[src/rtl/uart_tx_arbiter.sv]
// Round-robin packet arbiter that feeds one UART stream driver from NUM_SRC byte sources.
// Define UART_ARB_HEADER_EN to prefix each packet with a {4'hA, id} header byte.
module uart_tx_arbiter #(
    parameter int NUM_SRC     = 4,
    parameter int MAX_PKT_LEN = 255
) (
    input  logic                   clk,
    input  logic                   reset,
    input  logic [NUM_SRC-1:0]     src_req,
    input  logic [NUM_SRC*8-1:0]   src_data,
    input  logic [NUM_SRC-1:0]     src_last,
    output logic [NUM_SRC-1:0]     src_rdclk,
    input  logic                   tx_ready,
    output logic                   tx_inclk,
    output logic [7:0]             tx_data,
    output logic [NUM_SRC-1:0]     grant,
    output logic                   busy,
    output logic                   trunc_err
);

    localparam int IDW = $clog2(NUM_SRC);
    localparam int CW  = $clog2(MAX_PKT_LEN + 1);
    localparam logic [IDW:0]  NSRC = (IDW + 1)'(NUM_SRC);
    localparam logic [CW-1:0] CMAX = CW'(MAX_PKT_LEN);

    typedef enum logic [2:0] {
        IDLE,
`ifdef UART_ARB_HEADER_EN
        HDR,
`endif
        XFER,
        WAIT,
        DONE
    } state_t;

    state_t             state, state_nxt;
    logic [IDW-1:0]     gidx, gidx_nxt;
    logic [IDW-1:0]     ptr, ptr_nxt;
    logic [CW-1:0]      cnt, cnt_nxt, cnt_inc;
    logic [NUM_SRC-1:0] grant_nxt, rdclk_nxt;
    logic               inclk_nxt, trunc_nxt;
    logic [7:0]         data_nxt;

    logic               found;
    logic [IDW-1:0]     pick, cand;
    logic [IDW:0]       sum;

    logic [7:0]         g_data;
    logic               g_req, g_last;

    assign g_data  = src_data[{gidx, 3'b000} +: 8];
    assign g_req   = src_req[gidx];
    assign g_last  = src_last[gidx];
    assign cnt_inc = (cnt == CMAX) ? cnt : cnt + 1'b1;

    // Scan from ptr upward with wraparound; the first active request wins.
    always_comb begin
        found = 1'b0;
        pick  = ptr;
        sum   = '0;
        cand  = '0;
        for (int k = 0; k < NUM_SRC; k++) begin
            sum = {1'b0, ptr} + (IDW + 1)'(k);
            if (sum >= NSRC)
                sum = sum - NSRC;
            cand = sum[IDW-1:0];
            if (!found && src_req[cand]) begin
                found = 1'b1;
                pick  = cand;
            end
        end
    end

    always_comb begin
        state_nxt = state;
        gidx_nxt  = gidx;
        ptr_nxt   = ptr;
        cnt_nxt   = cnt;
        grant_nxt = grant;
        rdclk_nxt = '0;
        inclk_nxt = 1'b0;
        data_nxt  = tx_data;
        trunc_nxt = trunc_err;

        case (state)
            IDLE: begin
                if (found) begin
                    gidx_nxt  = pick;
                    grant_nxt = NUM_SRC'(1) << pick;
                    cnt_nxt   = '0;
`ifdef UART_ARB_HEADER_EN
                    state_nxt = HDR;
`else
                    state_nxt = XFER;
`endif
                end
            end
`ifdef UART_ARB_HEADER_EN
            HDR: begin
                if (tx_ready) begin
                    inclk_nxt = 1'b1;
                    data_nxt  = {4'hA, 4'(gidx)};
                    state_nxt = WAIT;
                end
            end
`endif
            // A dropped request simply parks us here until the source returns.
            XFER: begin
                if (tx_ready && g_req) begin
                    inclk_nxt = 1'b1;
                    data_nxt  = g_data;
                    rdclk_nxt = grant;
                    cnt_nxt   = cnt_inc;
                    if (g_last) begin
                        state_nxt = DONE;
                    end else if (cnt_inc == CMAX) begin
                        trunc_nxt = 1'b1;
                        state_nxt = DONE;
                    end else begin
                        state_nxt = WAIT;
                    end
                end
            end
            WAIT: state_nxt = XFER;
            DONE: begin
                grant_nxt = '0;
                ptr_nxt   = (gidx == IDW'(NUM_SRC - 1)) ? '0 : gidx + 1'b1;
                state_nxt = IDLE;
            end
            default: state_nxt = IDLE;
        endcase
    end

    always_ff @(posedge clk or negedge reset) begin
        if (!reset) begin
            state     <= IDLE;
            gidx      <= '0;
            ptr       <= '0;
            cnt       <= '0;
            grant     <= '0;
            busy      <= 1'b0;
            tx_inclk  <= 1'b0;
            tx_data   <= '0;
            src_rdclk <= '0;
            trunc_err <= 1'b0;
        end else begin
            state     <= state_nxt;
            gidx      <= gidx_nxt;
            ptr       <= ptr_nxt;
            cnt       <= cnt_nxt;
            grant     <= grant_nxt;
            busy      <= (state_nxt != IDLE);
            tx_inclk  <= inclk_nxt;
            tx_data   <= data_nxt;
            src_rdclk <= rdclk_nxt;
            trunc_err <= trunc_nxt;
        end
    end

endmodule

[config.mk]
export PLATFORM = sky130hd
export DESIGN_NAME = uart_tx_arbiter
export DESIGN_NICKNAME = d
export VERILOG_FILES = /design/src/rtl/uart_tx_arbiter.sv
export SDC_FILE = /design/constraint.sdc
export NUM_CORES = 1
export LEC_CHECK = 0
export ABC_AREA = 0
export ABC_CLOCK_PERIOD_IN_PS = 2000
export CORE_ASPECT_RATIO = 1.75
export CORE_MARGIN = 10
export CORE_UTILIZATION = 33
export CTS_BUF_LIST = sky130_fd_sc_hd__clkbuf_2 sky130_fd_sc_hd__clkbuf_4 sky130_fd_sc_hd__clkbuf_8
export DETAILED_ROUTE_END_ITERATION = 8
export SYNTH_ARGS = -nofsm -noshare
export SYNTH_HDL_FRONTEND = slang
export SYNTH_SLANG_ARGS = --single-unit
[constraint.sdc]
create_clock -name clk -period 2 [get_ports clk]
set_input_delay 0.4 -clock clk [delete_from_list [all_inputs] [get_ports clk]]
set_output_delay 0.4 -clock clk [all_outputs]
set_load 0.005 [all_outputs]
=== After elaboration in Yosys (flattened, before gate mapping) ===
Cells that the tools add are included.

* Logic and storage cells: 95
* Bits in registers: 34
* Output and inout port bits: 19

* Equality and inequality tests: 8
* $lt $le $gt $ge: 9
* Reduce and logical (&&, ||, !) cells: 16
* Multiplexer cells: 40
* Shift operators: 2
* Add/subtract/negate cells: 9
* Bitwise logic cells: 1

{| class="wikitable"
|+ Operators by type and width
! kind !! count
|-
| variable part select 32 x 6 -> 8 bit || 1
|-
| 2-to-1 mux 8 bit || 3
|-
| 2-to-1 mux 2 bit || 9
|-
| == test 8 bit, second input constant || 2
|-
| one-hot mux 8 bit (2 select lines) || 1
|-
| less-than comparator 2 x 3 -> 1 bit, second input constant || 5
|-
| 2-to-1 mux 1 bit || 14
|-
| binary-select mux 1 bit (select 2 bit) || 6
|-
| 2-to-1 mux 4 bit || 3
|-
| greater-or-equal comparator 3 bit, second input constant || 3
|-
| one-hot mux 3 bit (3 select lines) || 1
|-
| adder 8 x 1 -> 8 bit, second input constant || 1
|-
| one-hot mux 4 bit (2 select lines) || 1
|-
| subtractor 2 x 1 -> 2 bit, second input constant || 4
|-
| adder 2 x 2 -> 3 bit, second input constant || 2
|-
| == test 3 x 2 -> 1 bit, second input constant || 2
|-
| 2-to-1 mux 3 bit || 2
|-
| AND reduction 2 bit || 3
|-
| logical AND 1 bit || 4
|-
| != test 2 bit, second input constant || 2
|-
| AND reduction 4 bit || 1
|-
| nonzero test 2 bit || 2
|-
| left shift 1 x 2 -> 4 bit, first input constant || 1
|-
| adder 2 x 1 -> 3 bit, second input constant || 1
|-
| other kinds (9) || 11
|}

=== Depth between registers and ports, before layout ===
Gate-level depths: netlist of run 1.

* Depth in word-level cells: 17
* Gate-level depth with buffers: 6
* Depth with buffers taken out: 6

=== Worst setup path before layout of run 1 ===
Ideal clock, no wire load.

* Path kind: input to register
* Start point: in src_req[2]
* End point: reg gidx[0]
* Arrival: 1.546 ns
* Setup time: 0.125 ns
* Cell stages on the path: 4
* Setup slack: 0.329 ns
* Path through: or4_1 -> nand3b_1 -> buf_4 -> mux2_2

* Word-level cells in the longest chain between the ends: 13

{| class="wikitable"
|+ Ends and longest elaborated chain
! item !! line !! RTL
|-
| from (decl) || 9 || <nowiki>input logic [NUM_SRC-1:0] src_req,</nowiki>
|-
| binary-select mux 1 bit (select 2 bit) || 67 || <nowiki>if (!found && src_req[cand]) begin</nowiki>
|-
| 2-to-1 mux 1 bit (not written as such) || 67 ||
|-
| 2-to-1 mux 1 bit || 67 ||
|-
| logical NOT 1 bit || 67 ||
|-
| logical AND 1 bit || 67 ||
|-
| 2-to-1 mux 1 bit || 67 ||
|-
| logical NOT 1 bit || 67 ||
|-
| logical AND 1 bit || 67 ||
|-
| 2-to-1 mux 1 bit || 67 ||
|-
| logical NOT 1 bit || 67 ||
|-
| logical AND 1 bit || 67 ||
|-
| 2-to-1 mux 1 bit || 67 ||
|-
| AND reduction 2 bit (no source line) || n/a ||
|-
| to (signal assigned) || 148 || <nowiki>gidx <= gidx_nxt;</nowiki>
|-
| to (decl) || 37 || <nowiki>logic [IDW-1:0] gidx, gidx_nxt;</nowiki>
|}

Parallel ways exist; a longest one is shown, timed or not. The select of a mux whose other input is x is not followed.
A chain may end at the register's enable or synchronous reset.

=== Final worst setup path of run 1 ===
* Start point: in src_req[2]
* End point: reg tx_data[0]

* Word-level cells in the longest chain between the ends: 4

{| class="wikitable"
|+ Ends and longest elaborated chain
! item !! line !! RTL
|-
| binary-select mux 1 bit (select 2 bit) || 52 || <nowiki>assign g_req = src_req[gidx];</nowiki>
|-
| 2-to-1 mux 1 bit (not written as such) || 52 ||
|-
| logical AND 1 bit || 109 || <nowiki>if (tx_ready && g_req) begin</nowiki>
|-
| AND reduction 2 bit (no source line) || n/a ||
|-
| to (signal assigned) || 154 || <nowiki>tx_data <= data_nxt;</nowiki>
|-
| to (decl) || 15 || <nowiki>output logic [7:0] tx_data,</nowiki>
|}

No other way between the ends. The select of a mux whose other input is x is not followed.

==> run metrics, run 1 <==
largest family of logic cells by synthesized area=simple AND/OR/NAND/NOR gates; largest cells by area after synthesis=dfrtp_1, mux4_2, nand2_1; clk_skew=3.686 ps; DRT iter0 DRCs=154; post-synthesis compound-gate area fraction=0.1184; die width=between 70 and 80 µm; site row count=36; Max-cap violations=0; critical path peak fanout=12; vias in the first global route=1708; Post-synth EDFFs=0; H-tree depth=2; predominant post-synthesis flop cell=dfrtp_1; Via density=5.050; fillers=between 500 and 600; CTS Buf Count=5; initial antenna violation count=0; Final Hold Fails=0; max-slew violations=0; post-synthesis sequential area ratio=0.4521; Die Y=119.9 µm; worst setup path class=input pin to flop; DRT antenna net count=0; IO buf count=61; Syn Inst Count=169; setup tns final=0 ps; Worst Setup End Kind=flop; PostCTS Resize Cnt=0; global-route wire length before repair=about 8600 µm; Hold Buf Count CTS=0; gr ovfl total=0; area of the core=5540 µm²; routed vias=1621; CTS tree=done; DP HPWL=4330 µm; Mapped Nets=roughly 210; Peak supply drop=0.7091 mV; commonest cells in the netlist=dfrtp_1, nand2_1, nor2_1; Pre-antenna DRT Iters=5; Synth Area in Simple Gates=0.1961; Final period util=0.9559; largest net degree at the start of global routing=35; crit path time final=1912 ps; DIE AREA=between 9000 and 10000 µm²; total track usage=0.1160; worst hold path class=flop to flop; Setup violations, final=0; Worst-path clk slew=70 ps; initial core utilization=0.3397; Achievable Freq=523.1 MHz; RSZ-0062 raised after global routing=no; Yosys cell types=44; count leader, synth=dfrtp_1; Avg Synthesized Cell Area=11.13 µm²; Max clock buf depth=2; data required time of the worst path=2170 ps; status=completed; synth-to-layout area growth=47.47%; residual DRC count=0; Finished Layout Cells=between 300 and 400; XOR/XNOR Fraction of Synth Area=0; post-synth top area cell=dfrtp_1; final wirelength=5392 µm; Synth Area in Adders=0.01330; antenna cells=0; startpoint types=input pin; synth warn=0; placed insts=around 310; PwrDens=1055 nW/µm²; final core occ=0.5009; synthesized area=1882 µm²; nets@finish=290; I/O pins=62; RePlAce Congestion=0.8612; Worst EP arrival=around 2100 ps; Async SR Flop Fraction=1.000; hold slack=486.5 ps; synthesized flop and latch total=34; Pleak=1.170 nW; Routed WL per cell=16.80 µm; clock root buffer=clkbuf_8; Final Cell Area=2775 µm²; clk_lat worst skew=280 ps; clock sinks=34; mux cell area share after synthesis=0.1875; ratio of cells with drive above 1 in the final layout=0.2000; post-synth top area share=0.4521; Post-CTS Setup Repair Bufs=0; Area after DPL=2663 µm²
[layout make-up]
| class | count | area [µm²] | area share |
|---|---|---|---|
| multi-input cells | 126 | 973.4 | 0.3508 |
| flip-flops and latches | 34 | 850.8 | 0.3066 |
| repair buffers | 76 | 735.7 | 0.2651 |
| well taps | 76 | 95.09 | 0.03427 |
| clock buffers | 6 | 82.58 | 0.02976 |
| clock inverters | 1 | 30.03 | 0.01082 |
| inverters | 2 | 7.507 | 0.002705 |
[routing by layer]
layer | share of wire | routed length (µm) | global-route usage | vias up
met5 | 0 | 0 | 0 | -
met4 | 0.030 | 161 | 0.05619 | 0
met3 | 0.037 | 199 | 0.02392 | 9
met2 | 0.58 | 3127 | 0.2193 | 44
met1 | 0.35 | 1904 | 0.1166 | 791
li1 | - | - | - | 777
[per-stage QoR]
stage,worst slack [ps],total power [W]
global placement,-170.7,0.002307
CTS,61.11,0.002963
floorplan,329.4,0.001704
finish,88.28,0.002928
global route,21.13,0.003099
detailed placement,-222.5,0.002317
[path summary, 6_finish.rpt]
| check | startpoint | endpoint | slack [ps] | depth (start not counted) |
|---|---|---|---|---|
| max in group asynchronous | reset | state[2] | 1170 | 2 |
| worst min-delay path | trunc_err | trunc_err | 490 | 1 |
| worst min register to register | trunc_err | trunc_err | 490 | 1 |
| worst max-delay path | src_req[2] | tx_data[0] | 90 | 6 |
| min in group asynchronous | reset | cnt[1] | 520 | 2 |
| worst max register to register | gidx[0] | tx_data[0] | 260 | 5 |
[kinds of logic (layout without fill, tap and decap cells)]
logic type,Yosys count,after routing
buffers and inverters,9,85
DFF,34,34
and+or+nand+nor,69,69
muxes,20,20
other,1,1
AOI/OAI and AO/OA,34,34
adders and majority gates,2,2
[sequential cells by signal, indices dropped and copies added, names as in the netlist]
register,cells
tx_data,8
src_rdclk,4
tx_inclk,1
gidx,2
busy,1
ptr,2
state,3
trunc_err,1
cnt,8
grant,4
[placed cells by master, fill, tap and decap left out, types with 2 or more instances in the layout]
cell type / synthesis / layout
a21oi_1: 9 / 9
a31oi_1: 5 / 5
and2_1: 5 / 5
and3_1: 3 / 3
buf_4: 2 / 14
clkbuf_8: 0 / 6
clkdlybuf4s50_1: 0 / 61
dfrtp_1: 34 / 34
ha_1: 2 / 2
inv_1: 2 / 2
mux2_2: 6 / 6
mux2_4: 4 / 4
mux4_2: 10 / 10
nand2_1: 20 / 20
nand3_1: 5 / 5
nand3b_1: 3 / 3
nand4_1: 3 / 3
nor2_1: 12 / 12
nor2b_1: 4 / 4
nor3_1: 3 / 3
o211a_1: 2 / 2
o21ai_0: 7 / 7
o31ai_1: 2 / 2
or2_2: 2 / 2
[report_power, final]
| group | total, W | internal (W) | switching [W] |
|---|---|---|---|
| clock | 0.000646 | 0.000399 | 0.000247 |
| sequential | 0.00103 | 0.000876 | 0.000158 |
| combinational | 0.00125 | 0.000767 | 0.000481 |
[critical path, stage by stage]
cell             delay [ps]
clkdlybuf4s50_1         530
mux4_2                  280
nand2_4                  80
buf_12                  130
nor2_4                  280
mux2_2                  380
Power figures use the tool's default switching activity.
==> run 2: changes to the inputs <==
CORE_ASPECT_RATIO = not set   (was 1.75)
HOLD_SLACK_MARGIN = 0.06   (was not set)
SETUP_SLACK_MARGIN = 0.4   (was not set)
==> run 2 against run 1 <==
Clock skew increased by 0.53 ps. Die area is 1.3% lower. Worst hold slack improved by 14 ps.
==> run metrics, run 2 (synthesis gave the netlist of run 1 again) <==
Die Y=95.52 µm (was 119.9 µm); PwrDens=1036 nW/µm² (was 1055 nW/µm²); Achievable Freq=608.7 MHz (was 523.1 MHz); Final Power=0.003127 W (was 0.002928 W); R2R setup slack=360 ps (was 260 ps); met1 usage=0.1349 (was 0.1166); Worst Setup End Kind=flop (unchanged); clock root buffer=clkbuf_8 (unchanged); clock share of power=0.252 (was 0.221); gr ovfl total=0 (unchanged); I/O pins=62 (unchanged); IO buf count=61 (unchanged); Routed WL per cell=15.51 µm (was 16.80 µm); initial antenna violation count=0 (unchanged); RePlAce Congestion=0.8062 (was 0.8612); die width=95.52 µm (was 77.09 µm); Final Cell Area=3019 µm² (was 2775 µm²); Hold Startpoint=tx_data[1] (was trunc_err); worst setup path class=flop to flop (was input pin to flop); setup slack after layout=357.2 ps (was 88.28 ps); RR Endpoint=tx_data[6] (was tx_data[0]); startpoint types=flop (was input pin); Max-cap violations=0 (unchanged); vias in the first global route=1672 (was 1708); DRT antenna net count=0 (unchanged); Area after DPL=2634 µm² (was 2663 µm²); residual DRC count=0 (unchanged); WP buf/inv=1 (was 2); critical path peak fanout=6 (was 12); Worst EP arrival=1820 ps (was 2080 ps); Sw Pwr=0.0008984 W (was 0.0008868 W); Hold Buf Count CTS=0 (unchanged); final wirelength=5072 µm (was 5392 µm); Sw Ratio=0.2873 (was 0.3029); worst hold path class=flop to flop (unchanged); Final period util=0.8214 (was 0.9559); most frequent cells in the layout=clkdlybuf4s50_1, dfrtp_1, nand2_1 (unchanged); Peak supply drop=0.4818 mV (was 0.7091 mV); crit path time final=1643 ps (was 1912 ps); max incr delay on CP=530 ps (about the same); CTS tree=done (unchanged); clock sinks=34 (unchanged); initial core utilization=0.3417 (was 0.3397); fillers=488 (was 521); Pre-antenna DRT Iters=4 (was 5); antenna cells=0 (unchanged); ratio of cells with drive above 1 in the final layout=0.2980 (was 0.2000); DRT iter0 DRCs=51 (was 154); global-route wire length before repair=8293 µm (was 8583 µm); total track usage=0.1159 (was 0.1160); site row count=27 (was 36); largest net degree at the start of global routing=35 (unchanged); max-slew violations=0 (unchanged); Reg power frac=0.328 (was 0.353); Final Hold Fails=0 (unchanged); H-tree depth=2 (unchanged); DP HPWL=3760 µm (was 4330 µm); most common cell after layout, fill and taps aside=clkdlybuf4s50_1 (unchanged); Pleak=1.367 nW (was 1.170 nW); combinational fraction of design power=0.419 (was 0.426); Setup violations, final=0 (unchanged); Via density=4.997 (was 5.050); nets@finish=299 (was 290); clk_lat worst skew=290 ps (was 280 ps); busiest layer in global routing=met2 (unchanged); status=completed (unchanged); delay-heaviest family, CP=multiplexers (was buffers and inverters); clk_skew=4.217 ps (was 3.686 ps); met3 usage=0.05813 (was 0.02392); met2 Usage GRT=0.1881 (was 0.2193); RSZ-0062 raised after global routing=yes (was no); routed vias=1634 (was 1621); hold path depth=1 (unchanged); data required time of the worst path=2180 ps (was 2170 ps); CTS Buf Count=5 (unchanged); Int Pwr=0.002229 W (was 0.002041 W); worst reg2reg path depth=5 (unchanged); post-place setup slack=-194.3 ps (was -222.5 ps); synth-to-layout area growth=60.44% (was 47.47%); Max clock buf depth=2 (unchanged); setup tns final=0 ps (unchanged); r2r startpoint=gidx[0] (unchanged); biggest regs=cnt (8), tx_data (8) (unchanged); Hold Path End=tx_data[1] (was trunc_err); area of the core=5507 µm² (was 5540 µm²); DIE AREA=9123 µm² (was 9242 µm²); Worst-path clk slew=70 ps (about the same); CP max stage cell=mux4_2 (was clkdlybuf4s50_1); critical-path cell list=mux4_2, nand2_4, nor2_4, buf_12, mux2_4 (was clkdlybuf4s50_1, mux4_2, nand2_4, buf_12, nor2_4, mux2_2)
==> run 2: area by class of cell <==
type	instances	area, µm²	area share
multi-input combinational	126	1056	0.3498
clock inverter	2	60.06	0.01989
clock buffer	6	82.58	0.02735
timing repair buffer	85	869.6	0.2880
inverter	2	7.507	0.002487
tap	72	90.09	0.02984
sequential	34	853.3	0.2826
==> run 2: through the flow <==
stage	utilization	instances	hold slack [ps]
after floorplan	-	169	104.4
after global placement	0.4783	308	482.6
after detailed placement	0.4783	308	495.6
after CTS	0.5269	325	511.3
after global routing	0.5483	327	530.8
final	0.5483	327	500.8
==> run 2: how the worst max path moves through the flow <==
stage                    start          to  slack (ps)  cells after the start
floorplan              gidx[0]  tx_data[3]         360                      5
global placement    src_req[0]  tx_data[7]        -170                      5
detailed placement  src_req[0]  tx_data[2]        -190                      5
CTS                    gidx[0]    state[0]         350                      6
global route           gidx[0]    state[0]         290                      6
finish                 gidx[0]  tx_data[6]         360                      5
==> run 2: what timing repair did <==
| item | in CTS | in global routing |
|---|---|---|
| buffers inserted | 8 | 2 |
| gates cloned | 1 | 0 |
| setup endpoints to repair | 29 | 35 |
| pin swaps | 5 | 5 |
| resized for setup | 15 | 27 |
==> run 2: worst register-to-register path: stages (launching register included) <==
cell and delay, ps:
dfrtp_1 370, mux4_2 530, nand2_4 120, nor2_4 70, buf_12 140, mux2_4 290
==> run 2: power by group through the flow <==
stage	clock network (W)	logic (W)	registers, W
floorplan	0	0.000687	0.00102
global placement	0	0.00121	0.00105
detailed placement	0	0.00122	0.00104
CTS	0.000800	0.00133	0.00103
global route	0.000843	0.00144	0.00107
finish	0.000789	0.00131	0.00103
==> run 2: metal layers <==
metal,up-vias,share of wire
li1,792,-
met1,784,0.39
met2,51,0.50
met3,7,0.10
met4,0,0.0071
met5,-,0
==> run 3: changes to the inputs <==
ABC_CLOCK_PERIOD_IN_PS = 1500   (was 2000)
clock period = 1.5 ns   (was 2 ns; I/O delays follow)
==> run 3 against run 2 <==
The run now ends with setup timing left. Worst hold slack lost 120 ps. Clock power is 32% higher. Global-route usage grew 0.56 points. Sequential share of layout area decreased by 1.4 points. Via count up 4.9%. Routed wire length up 9.0%. Critical path depth stayed put. Register-to-register slack lost 520 ps. Critical path type unchanged. Critical endpoint is now tx_data[1].
==> run metrics, run 3 (synthesis gave the netlist of run 1 again) <==
status=complete, but fails checks (was completed); failing checks=setup timing; Worst Setup End Kind=flop (unchanged); Setup violations, final=22 (was 0); Sw Pwr=0.001328 W (was 0.0008984 W); Die Y=95.52 µm (unchanged); DP HPWL=3967 µm (was 3760 µm); critical path peak fanout=5 (was 6); Max-cap violations=0 (unchanged); residual DRC count=0 (unchanged); total track usage=0.1215 (was 0.1159); largest net degree at the start of global routing=35 (unchanged); Reg power frac=0.311 (was 0.328); data required time of the worst path=1660 ps (was 2180 ps); setup slack after layout=-160.0 ps (was 357.2 ps); R2R setup slack=-160 ps (was 360 ps); Max clock buf depth=2 (unchanged); DRT iter0 DRCs=72 (was 51); synth-to-layout area growth=69.81% (was 60.44%); most frequent cells in the layout=clkdlybuf4s50_1, buf_4, dfrtp_1 (was clkdlybuf4s50_1, dfrtp_1, nand2_1); clock root buffer=clkbuf_8 (unchanged); Area after DPL=2779 µm² (was 2634 µm²); IO buf count=61 (unchanged); final wirelength=5529 µm (was 5072 µm); H-tree depth=2 (unchanged); Int Pwr=0.003158 W (was 0.002229 W); clk_skew=4.826 ps (was 4.217 ps); hold slack=384.9 ps (was 500.8 ps); max-slew violations=0 (unchanged); initial antenna violation count=0 (unchanged); Worst-path clk slew=70 ps (about the same); CTS tree=done (unchanged); fillers=454 (was 488); Final Hold Fails=0 (unchanged); Via density=4.911 (was 4.997); placed insts=321 (was 308); global-route wire length before repair=8859 µm (was 8293 µm); I/O pins=62 (unchanged); antenna cells=0 (unchanged); biggest regs=cnt (8), tx_data (8) (unchanged); Final period util=1.107 (was 0.8214); critical-path cell list=mux4_2, nand2_4, nor2_4, clkbuf_16, mux2_4 (was mux4_2, nand2_4, nor2_4, buf_12, mux2_4); RR Endpoint=tx_data[1] (was tx_data[6]); Final Cell Area=3196 µm² (was 3019 µm²); max incr delay on CP=540 ps (was 530 ps); Pleak=1.425 nW (was 1.367 nW); DIE AREA=9123 µm² (unchanged); initial core utilization=0.3417 (unchanged); worst hold path class=input pin to async pin (was flop to flop); startpoint types=flop (unchanged); RePlAce Congestion=0.8838 (was 0.8062); delay-heaviest family, CP=multiplexers (unchanged); RSZ-0062 raised after global routing=yes (unchanged); worst reg2reg path depth=5 (unchanged); clock sinks=34 (unchanged); gr ovfl total=0 (unchanged); clk_lat worst skew=280 ps (was 290 ps); Finished Layout Cells=349 (was 327); CTS Buf Count=5 (unchanged); area of the core=5507 µm² (unchanged); nets@finish=321 (was 299); WP buf/inv=1 (unchanged); Routed WL per cell=15.84 µm (was 15.51 µm); DRT antenna net count=0 (unchanged); ratio of cells with drive above 1 in the final layout=0.4801 (was 0.2980); post-place setup slack=-580.9 ps (was -194.3 ps); Hold Buf Count CTS=0 (unchanged); Peak supply drop=0.6514 mV (was 0.4818 mV); routed vias=1714 (was 1634); Pre-antenna DRT Iters=4 (unchanged); setup tns final=-1950 ps (was 0 ps); crit path time final=1660 ps (was 1643 ps); worst setup path class=flop to flop (unchanged); most common cell after layout, fill and taps aside=clkdlybuf4s50_1 (unchanged); Worst EP arrival=1820 ps (about the same); combinational fraction of design power=0.457 (was 0.419); clock share of power=0.232 (was 0.252); CP max stage cell=mux4_2 (unchanged); site row count=27 (unchanged); Achievable Freq=602.4 MHz (was 608.7 MHz); vias in the first global route=1783 (was 1672); r2r startpoint=gidx[0] (unchanged); die width=95.52 µm (unchanged); PwrDens=1404 nW/µm² (was 1036 nW/µm²); Sw Ratio=0.2960 (was 0.2873)
[run 3: cell types whose count changed in the layout (fill, tap and decap cells not counted), sizes merged]
cell,before,now
dlymetal6s2s,9,0
clkdlybuf4s50,48,38
dlygate4sd2,2,1
buf,24,64
a21oi,10,11
clkbuf,6,7
[run 3: per-stage QoR]
step	power, W	util
finish	0.004486	0.5803
global route	0.004790	0.5803
CTS	0.004165	0.5347
detailed placement	0.003144	0.5047
global placement	0.003138	0.5047
floorplan	0.002323	-
[run 3: worst register-to-register path, stage by stage, from the launching register on]
cell and delay, ps:
dfrtp_1 370, mux4_2 540, nand2_4 120, nor2_4 60, clkbuf_16 160, mux2_4 290
[run 3: layout make-up]
class	count	area [µm²]	area share
inverters	2	7.507	0.002349
multi-input cells	127	1160	0.3630
clock buffers	6	82.58	0.02584
clock inverters	2	60.06	0.01879
repair buffers	106	938.4	0.2937
well taps	72	90.09	0.02819
flip-flops and latches	34	857.1	0.2682
[run 3: metal layers]
metal | GRT usage | up-vias | routed length (µm)
li1 | - | 840 | -
met1 | 0.1473 | 824 | 2346
met2 | 0.1847 | 48 | 2638
met3 | 0.07148 | 2 | 535
met4 | 0.02211 | 0 | 8
met5 | 0 | - | 0
[run 3: timing repair]
item                       CTS  global route
buffers inserted             7            10
gates resized for setup     96            38
pin swaps                    6            18
setup endpoints to repair   52            50
cloned                       1             2
[run 3: power by group through the flow]
stage	Combinational, W	Clock [W]	Sequential [W]
6_report	0.00205	0.00104	0.00140
5_1_grt	0.00225	0.00111	0.00144
4_1_cts	0.00173	0.00106	0.00137
3_5_place_dp	0.00176	0	0.00139
3_3_place_gp	0.00175	0	0.00139
2_1_floorplan	0.000957	0	0.00137
[run 3: worst max-delay path by stage]
stage                     startpoint    endpoint  slack, ps  depth (start not counted)
after floorplan              gidx[0]  tx_data[3]       -140                          5
after global placement    src_req[0]      cnt[5]       -560                          5
after detailed placement  src_req[1]      cnt[5]       -580                          5
after CTS                    gidx[0]    state[0]       -180                          5
after global routing         gidx[0]  tx_data[1]       -250                          5
final                        gidx[0]  tx_data[1]       -160                          5
